[src/rtl/wb_arbiter.sv]
// Two-master (D = load/store, F = fetch) to one-slave Wishbone B.4 pipelined arbiter, 16-bit data.
// Optional macro WBARB_ROUND_ROBIN_EN: alternate simultaneous grants; otherwise D has fixed priority.
module wb_arbiter #(
  parameter int MAX_OUT = 4,
  parameter int CNT_W   = 3
) (
  input  logic        clk_i,
  input  logic        reset_i,
  input  logic [63:0] d_adr_i,
  input  logic [15:0] d_dat_i,
  input  logic        d_we_i,
  input  logic [1:0]  d_sel_i,
  input  logic        d_stb_i,
  input  logic        d_cyc_i,
  output logic        d_ack_o,
  output logic [15:0] d_dat_o,
  output logic        d_stall_o,
  input  logic [63:0] f_adr_i,
  input  logic [15:0] f_dat_i,
  input  logic        f_we_i,
  input  logic [1:0]  f_sel_i,
  input  logic        f_stb_i,
  input  logic        f_cyc_i,
  output logic        f_ack_o,
  output logic [15:0] f_dat_o,
  output logic        f_stall_o,
  output logic [63:0] wbmadr_o,
  output logic [15:0] wbmdat_o,
  output logic        wbmwe_o,
  output logic [1:0]  wbmsel_o,
  output logic        wbmstb_o,
  output logic        wbmcyc_o,
  input  logic        wbmack_i,
  input  logic [15:0] wbmdat_i,
  input  logic        wbmstall_i
);

  typedef enum logic [2:0] {
    IDLE  = 3'b001,
    OWN_D = 3'b010,
    OWN_F = 3'b100
  } state_t;

  localparam logic [CNT_W-1:0] CNT_MAX = CNT_W'(MAX_OUT);
  localparam logic [CNT_W-1:0] CNT_ONE = CNT_W'(1);

  state_t           state_q, state_d;
  logic [CNT_W-1:0] cnt_q, cnt_d;
  logic             cnt_nz;
  logic             own_stall;
  logic             owned;
  logic             beat_acc;
  logic             ack_fwd;
  logic             last_ack;

`ifdef WBARB_ROUND_ROBIN_EN
  logic             last_f_q, last_f_d;
`endif

  assign cnt_nz    = (cnt_q != '0);
  assign owned     = (state_q != IDLE);
  assign own_stall = wbmstall_i | (cnt_q == CNT_MAX);
  assign beat_acc  = owned & wbmstb_o & ~own_stall;
  // Acks with nothing outstanding are stray and neither counted nor forwarded.
  assign ack_fwd   = owned & wbmack_i & cnt_nz;
  assign last_ack  = ack_fwd & (cnt_q == CNT_ONE) & ~beat_acc;

  always_comb begin
    wbmadr_o  = '0;
    wbmdat_o  = '0;
    wbmwe_o   = 1'b0;
    wbmsel_o  = '0;
    wbmstb_o  = 1'b0;
    wbmcyc_o  = 1'b0;
    d_ack_o   = 1'b0;
    d_dat_o   = '0;
    d_stall_o = 1'b1;
    f_ack_o   = 1'b0;
    f_dat_o   = '0;
    f_stall_o = 1'b1;
    unique case (state_q)
      OWN_D: begin
        wbmadr_o  = d_adr_i;
        wbmdat_o  = d_dat_i;
        wbmwe_o   = d_we_i & d_stb_i;
        wbmsel_o  = d_sel_i & {2{d_stb_i}};
        wbmstb_o  = d_stb_i;
        wbmcyc_o  = d_cyc_i | cnt_nz;
        d_ack_o   = ack_fwd;
        d_dat_o   = wbmdat_i;
        d_stall_o = own_stall;
      end
      OWN_F: begin
        wbmadr_o  = f_adr_i;
        wbmdat_o  = f_dat_i;
        wbmwe_o   = f_we_i & f_stb_i;
        wbmsel_o  = f_sel_i & {2{f_stb_i}};
        wbmstb_o  = f_stb_i;
        wbmcyc_o  = f_cyc_i | cnt_nz;
        f_ack_o   = ack_fwd;
        f_dat_o   = wbmdat_i;
        f_stall_o = own_stall;
      end
      default: ;
    endcase
  end

  always_comb begin
    state_d = state_q;
    cnt_d   = cnt_q;
`ifdef WBARB_ROUND_ROBIN_EN
    last_f_d = last_f_q;
`endif
    if (beat_acc && !ack_fwd) begin
      cnt_d = cnt_q + CNT_ONE;
    end else if (!beat_acc && ack_fwd) begin
      cnt_d = cnt_q - CNT_ONE;
    end
    unique case (state_q)
      IDLE: begin
        if (d_cyc_i && f_cyc_i) begin
`ifdef WBARB_ROUND_ROBIN_EN
          state_d = last_f_q ? OWN_D : OWN_F;
`else
          state_d = OWN_D;
`endif
        end else if (d_cyc_i) begin
          state_d = OWN_D;
        end else if (f_cyc_i) begin
          state_d = OWN_F;
        end
`ifdef WBARB_ROUND_ROBIN_EN
        if (state_d == OWN_D) last_f_d = 1'b0;
        if (state_d == OWN_F) last_f_d = 1'b1;
`endif
      end
      // Release only once the last outstanding beat is acked; a dropped cyc waits for the drain.
      OWN_D: if ((!d_cyc_i && !cnt_nz) || last_ack) state_d = IDLE;
      OWN_F: if ((!f_cyc_i && !cnt_nz) || last_ack) state_d = IDLE;
      default: state_d = IDLE;
    endcase
  end

  always_ff @(posedge clk_i) begin
    if (!reset_i) begin
      state_q <= IDLE;
      cnt_q   <= '0;
    end else begin
      state_q <= state_d;
      cnt_q   <= cnt_d;
    end
  end

`ifdef WBARB_ROUND_ROBIN_EN
  always_ff @(posedge clk_i) begin
    if (!reset_i) last_f_q <= 1'b1;
    else          last_f_q <= last_f_d;
  end
`endif

endmodule
[config.mk]
export PLATFORM = sky130hd
export DESIGN_NAME = wb_arbiter
export DESIGN_NICKNAME = d
export VERILOG_FILES = /design/src/rtl/wb_arbiter.sv
export SDC_FILE = /design/constraint.sdc
export NUM_CORES = 1
export LEC_CHECK = 0
export CORE_AREA = 8 8 113 115
export DETAILED_ROUTE_END_ITERATION = 8
export DIE_AREA = 0 0 121 123
export PLACE_DENSITY = 0.7
export SLEW_MARGIN = 10
export SYNTH_ARGS = -nofsm -noshare
export SYNTH_HDL_FRONTEND = slang
export SYNTH_SLANG_ARGS = --single-unit
export TNS_END_PERCENT = 1
[constraint.sdc]
create_clock -name clk_i -period 1.8 [get_ports clk_i]
set_clock_uncertainty 0.05 [all_clocks]
set_input_delay 0.36 -clock clk_i [delete_from_list [all_inputs] [get_ports clk_i]]
set_output_delay 0.36 -clock clk_i [all_outputs]
set_load 0.05 [all_outputs]
==> run_results.csv <==
group,metric,value,unit
synth,avgSynthCellArea,7.94,sq um
synth,ys_warn_count,0,
clocking,htreeDepth,1,
timing,slew_violations,0,
synth,synthXorXnorAreaFrac,1.14,%
worst_setup_path,setup.worst_path.end_class,"output pin",
floorplanning,die-area,14900,sq um
cells_and_area,antenna_cells,0,
worst_setup_path,r2r-start,"state_q[0]",
worst_setup_path,critPathRequiredTime,1.39,ns
routing,wl_per_cell,25.3,um
worst_setup_path,reg2reg_depth,8,
synth,ys_ff_latch,6,
synth,ys_top_cells_by_area,"a22o_1, and2_1, dfxtp_1",
floorplanning,fp.coreArea,11100,sq um
routing,drt-vias-per-instance,4.75,
floorplanning,die_x,121,um
global_route,antenna_found_initial,0,
synth,synth_compound_area_share,52.7,%
floorplanning,die_y,123,um
clocking,postCtsHoldBufs,0,
global_route,grt_pass1_wl,21500,um
power,irDropWorstVdd,333,uV
timing,layout_setup_ws,-0.280,ns
cells_and_area,area_growth,372,%
routing,drt_iter0_markers,94,
synth,synthAdderAreaFrac,4.08,%
worst_setup_path,crit_fanout,7,
synth,synth_top_family_by_area,"compound AO/OA/AOI/OAI gates",
job,drv_cap,0,
power,p_total,1860,uW
clocking,numCtsBuffers,3,
floorplanning,core.rowCount,39,
global_route,grt_max_degree,33,
global_route,grtUsageTotal,18.8,%
timing,fin_crit_sh,116,%
placement,io_buffers,310,
floorplanning,io_pins,311,
min_path,holdPathStages,2,
timing,worst_slew_pin_slew,0.261,ns
timing,setup_viol,121,
clocking,clkSinkCount,6,
clocking,clockRootBuffer,"clkbuf_16",
placement,place_congestion,0.878,
worst_setup_path,start_kind,"flip-flop",
run_status,violations,"negative setup slack",
worst_setup_path,rrSetupSlack,-0.10,ns
routing,vias,3208,
min_path,hold_path_startpoint,"cnt_q[2]",
synth,synth-simple-area-share,24.1,%
global_route,grt.overflow.total,0,
min_path,min_to,"cnt_q[2]",
synth,syn_nets,388,
timing,hold_viol,0,
cells_and_area,final_cell_area,7230,sq um
worst_setup_path,crit_arrival,1.67,ns
routing,wirelength,17100,um
power,p_per_area,257,nW/um^2
routing,drc,0,
routing,ant_nets,0,
cells_and_area,nets,729,
synth,synth.top_cell.area_share,46.3,%
run_status,status,"finished, violations left",
floorplanning,start_util,13.8,%
routing,drtPass1Iterations,4,
power,p_leak,0.00308,uW
synth,yosysSeqAreaShare,7.84,%
timing,rsz0062_at_grt,"true",
timing,max-slew-margin-rel,82.6,%
timing,period_needed,2.08,ns
min_path,hold_path_class,"reg2reg",
synth,syn_area,1530,sq um
clocking,cts_tree,"built",
worst_setup_path,critPathKind,"reg2out",
clocking,clockBufferDepth,2,
placement,placed_cell_area,6250,sq um
clocking,path_clk_slew,0.03,ns
synth,synth_mux_area_share,0.654,%
global_route,grt_pass1_vias,3320,
synth,synth_cell_types,32,
timing,timing.hold.ws,0.530,ns
placement,dp_hpwl,13000,um
worst_setup_path,reg2reg_to,"cnt_q[2]",
synth,synth_largest_area_cell,"a22o_1",
synth,synth_cells,193,
clocking,clkLatencyLatePin,0.23,ns
cells_and_area,drive_gt1_share,52.3,%
timing,maxClockFrequency,0.481,GHz
placement,detailedPlace.worstSlack,-0.462,ns
==> power breakdown <==
part	internal, uW	total, uW	switching (uW)
Sequential	142	154	11.9
Combinational	800	1340	543
Clock	285	360	74.7
Total	1230	1860	630
==> worst max path at each step <==
stage	from	cells past startpoint	slack [ns]	to
2_1_floorplan	state_q[1]	4	-0.09	wbmadr_o[47]
3_3_place_gp	d_stb_i	7	-0.44	cnt_q[2]
3_5_place_dp	d_stb_i	8	-0.46	cnt_q[2]
4_1_cts	state_q[0]	6	-0.29	wbmadr_o[6]
5_1_grt	state_q[0]	6	-0.36	wbmadr_o[10]
6_report	state_q[0]	7	-0.28	wbmdat_o[4]
==> Yosys cell counts (all sizes together) <==
cell type / n
dfxtp: 6
and3: 3
a22o: 81
nand3: 1
a211oi: 1
clkbuf: 4
a21oi: 4
nor3b: 3
or3: 1
and2: 33
buf: 18
xor2: 2
a21o: 1
or3b: 3
nand4: 1
nor2b: 1
nand2b: 1
nand2: 6
o32ai: 1
nor2: 4
a32o: 3
mux2i: 1
inv: 3
nand4bb: 2
o21ai: 4
ha: 5
==> cells in the final DEF (no fill, tap or decap), types with 2 or more instances in the layout <==
master,count
clkdlybuf4s50_1,187
buf_12,126
a22o_4,57
and2_4,29
a22o_1,23
buf_4,20
buf_6,11
clkbuf_16,8
buf_8,5
and2_1,4
nand2_1,4
nor2_1,4
ha_1,4
a32o_2,3
a21oi_1,3
o21ai_0,3
dfxtp_1,3
nand4bb_1,2
nor3b_4,2
inv_2,2
or3b_4,2
and3_4,2
xor2_1,2
dlygate4sd2_1,2
buf_16,2
dfxtp_2,2
==> metal layers <==
| metal | vias up | track usage [%] | share of wire (%) |
|---|---|---|---|
| met5 | - | 0 | 0 |
| met4 | 0 | 5.07 | 3.0 |
| met3 | 28 | 5.98 | 7.8 |
| met2 | 172 | 34.4 | 53 |
| met1 | 1557 | 20.5 | 36 |
| li1 | 1451 | - | - |
==> kinds of logic (layout without fill, tap and decap cells) <==
group | count (synthesis) | count (layout)
compound gates | 95 | 95
xor+xnor | 2 | 2
fa+ha+maj | 5 | 5
buf+inv | 25 | 364
flops | 6 | 6
mux | 1 | 1
simple gates | 59 | 59
==> repair_timing <==
action / in CTS / in global routing
endpoints found under the setup margin: 125 / 124
resized for setup: 63 / 74
cloned: 1 / 7
buffers inserted: 1 / 2
pin swaps: 37 / 21
==> cell type report <==
cell class | count | area (sq um)
Tap cell | 143 | 179
Clock buffer | 3 | 75.1
Inverter | 3 | 11.3
Multi-Input combinational cell | 162 | 1900
Sequential cell | 6 | 126
Timing Repair Buffer | 358 | 4940
Fill cell | 748 | 3840
==> stage by stage <==
| stage | setup TNS (ns) | cells | utilization (%) |
|---|---|---|---|
| 2_1_floorplan | -3.96 | 193 | - |
| 3_3_place_gp | -3.79 | 662 | 56.4 |
| 3_5_place_dp | -10.07 | 662 | 56.4 |
| 4_1_cts | -27.97 | 667 | 59.4 |
| 5_1_grt | -33.97 | 675 | 65.3 |
| 6_report | -26.94 | 675 | 65.3 |
==> registers in the layout, summed over array words and instances (netlist names) <==
register  flops
cnt_q         3
state_q       3
==> worst max-delay path, stage by stage, from the launching register on <==
cell	delay, ns
dfxtp_2	0.33
buf_6	0.12
nor3b_4	0.20
buf_6	0.15
clkbuf_16	0.15
clkbuf_16	0.16
a22o_1	0.18
buf_12	0.14
No activity file was read; power rests on OpenSTA's default activity.
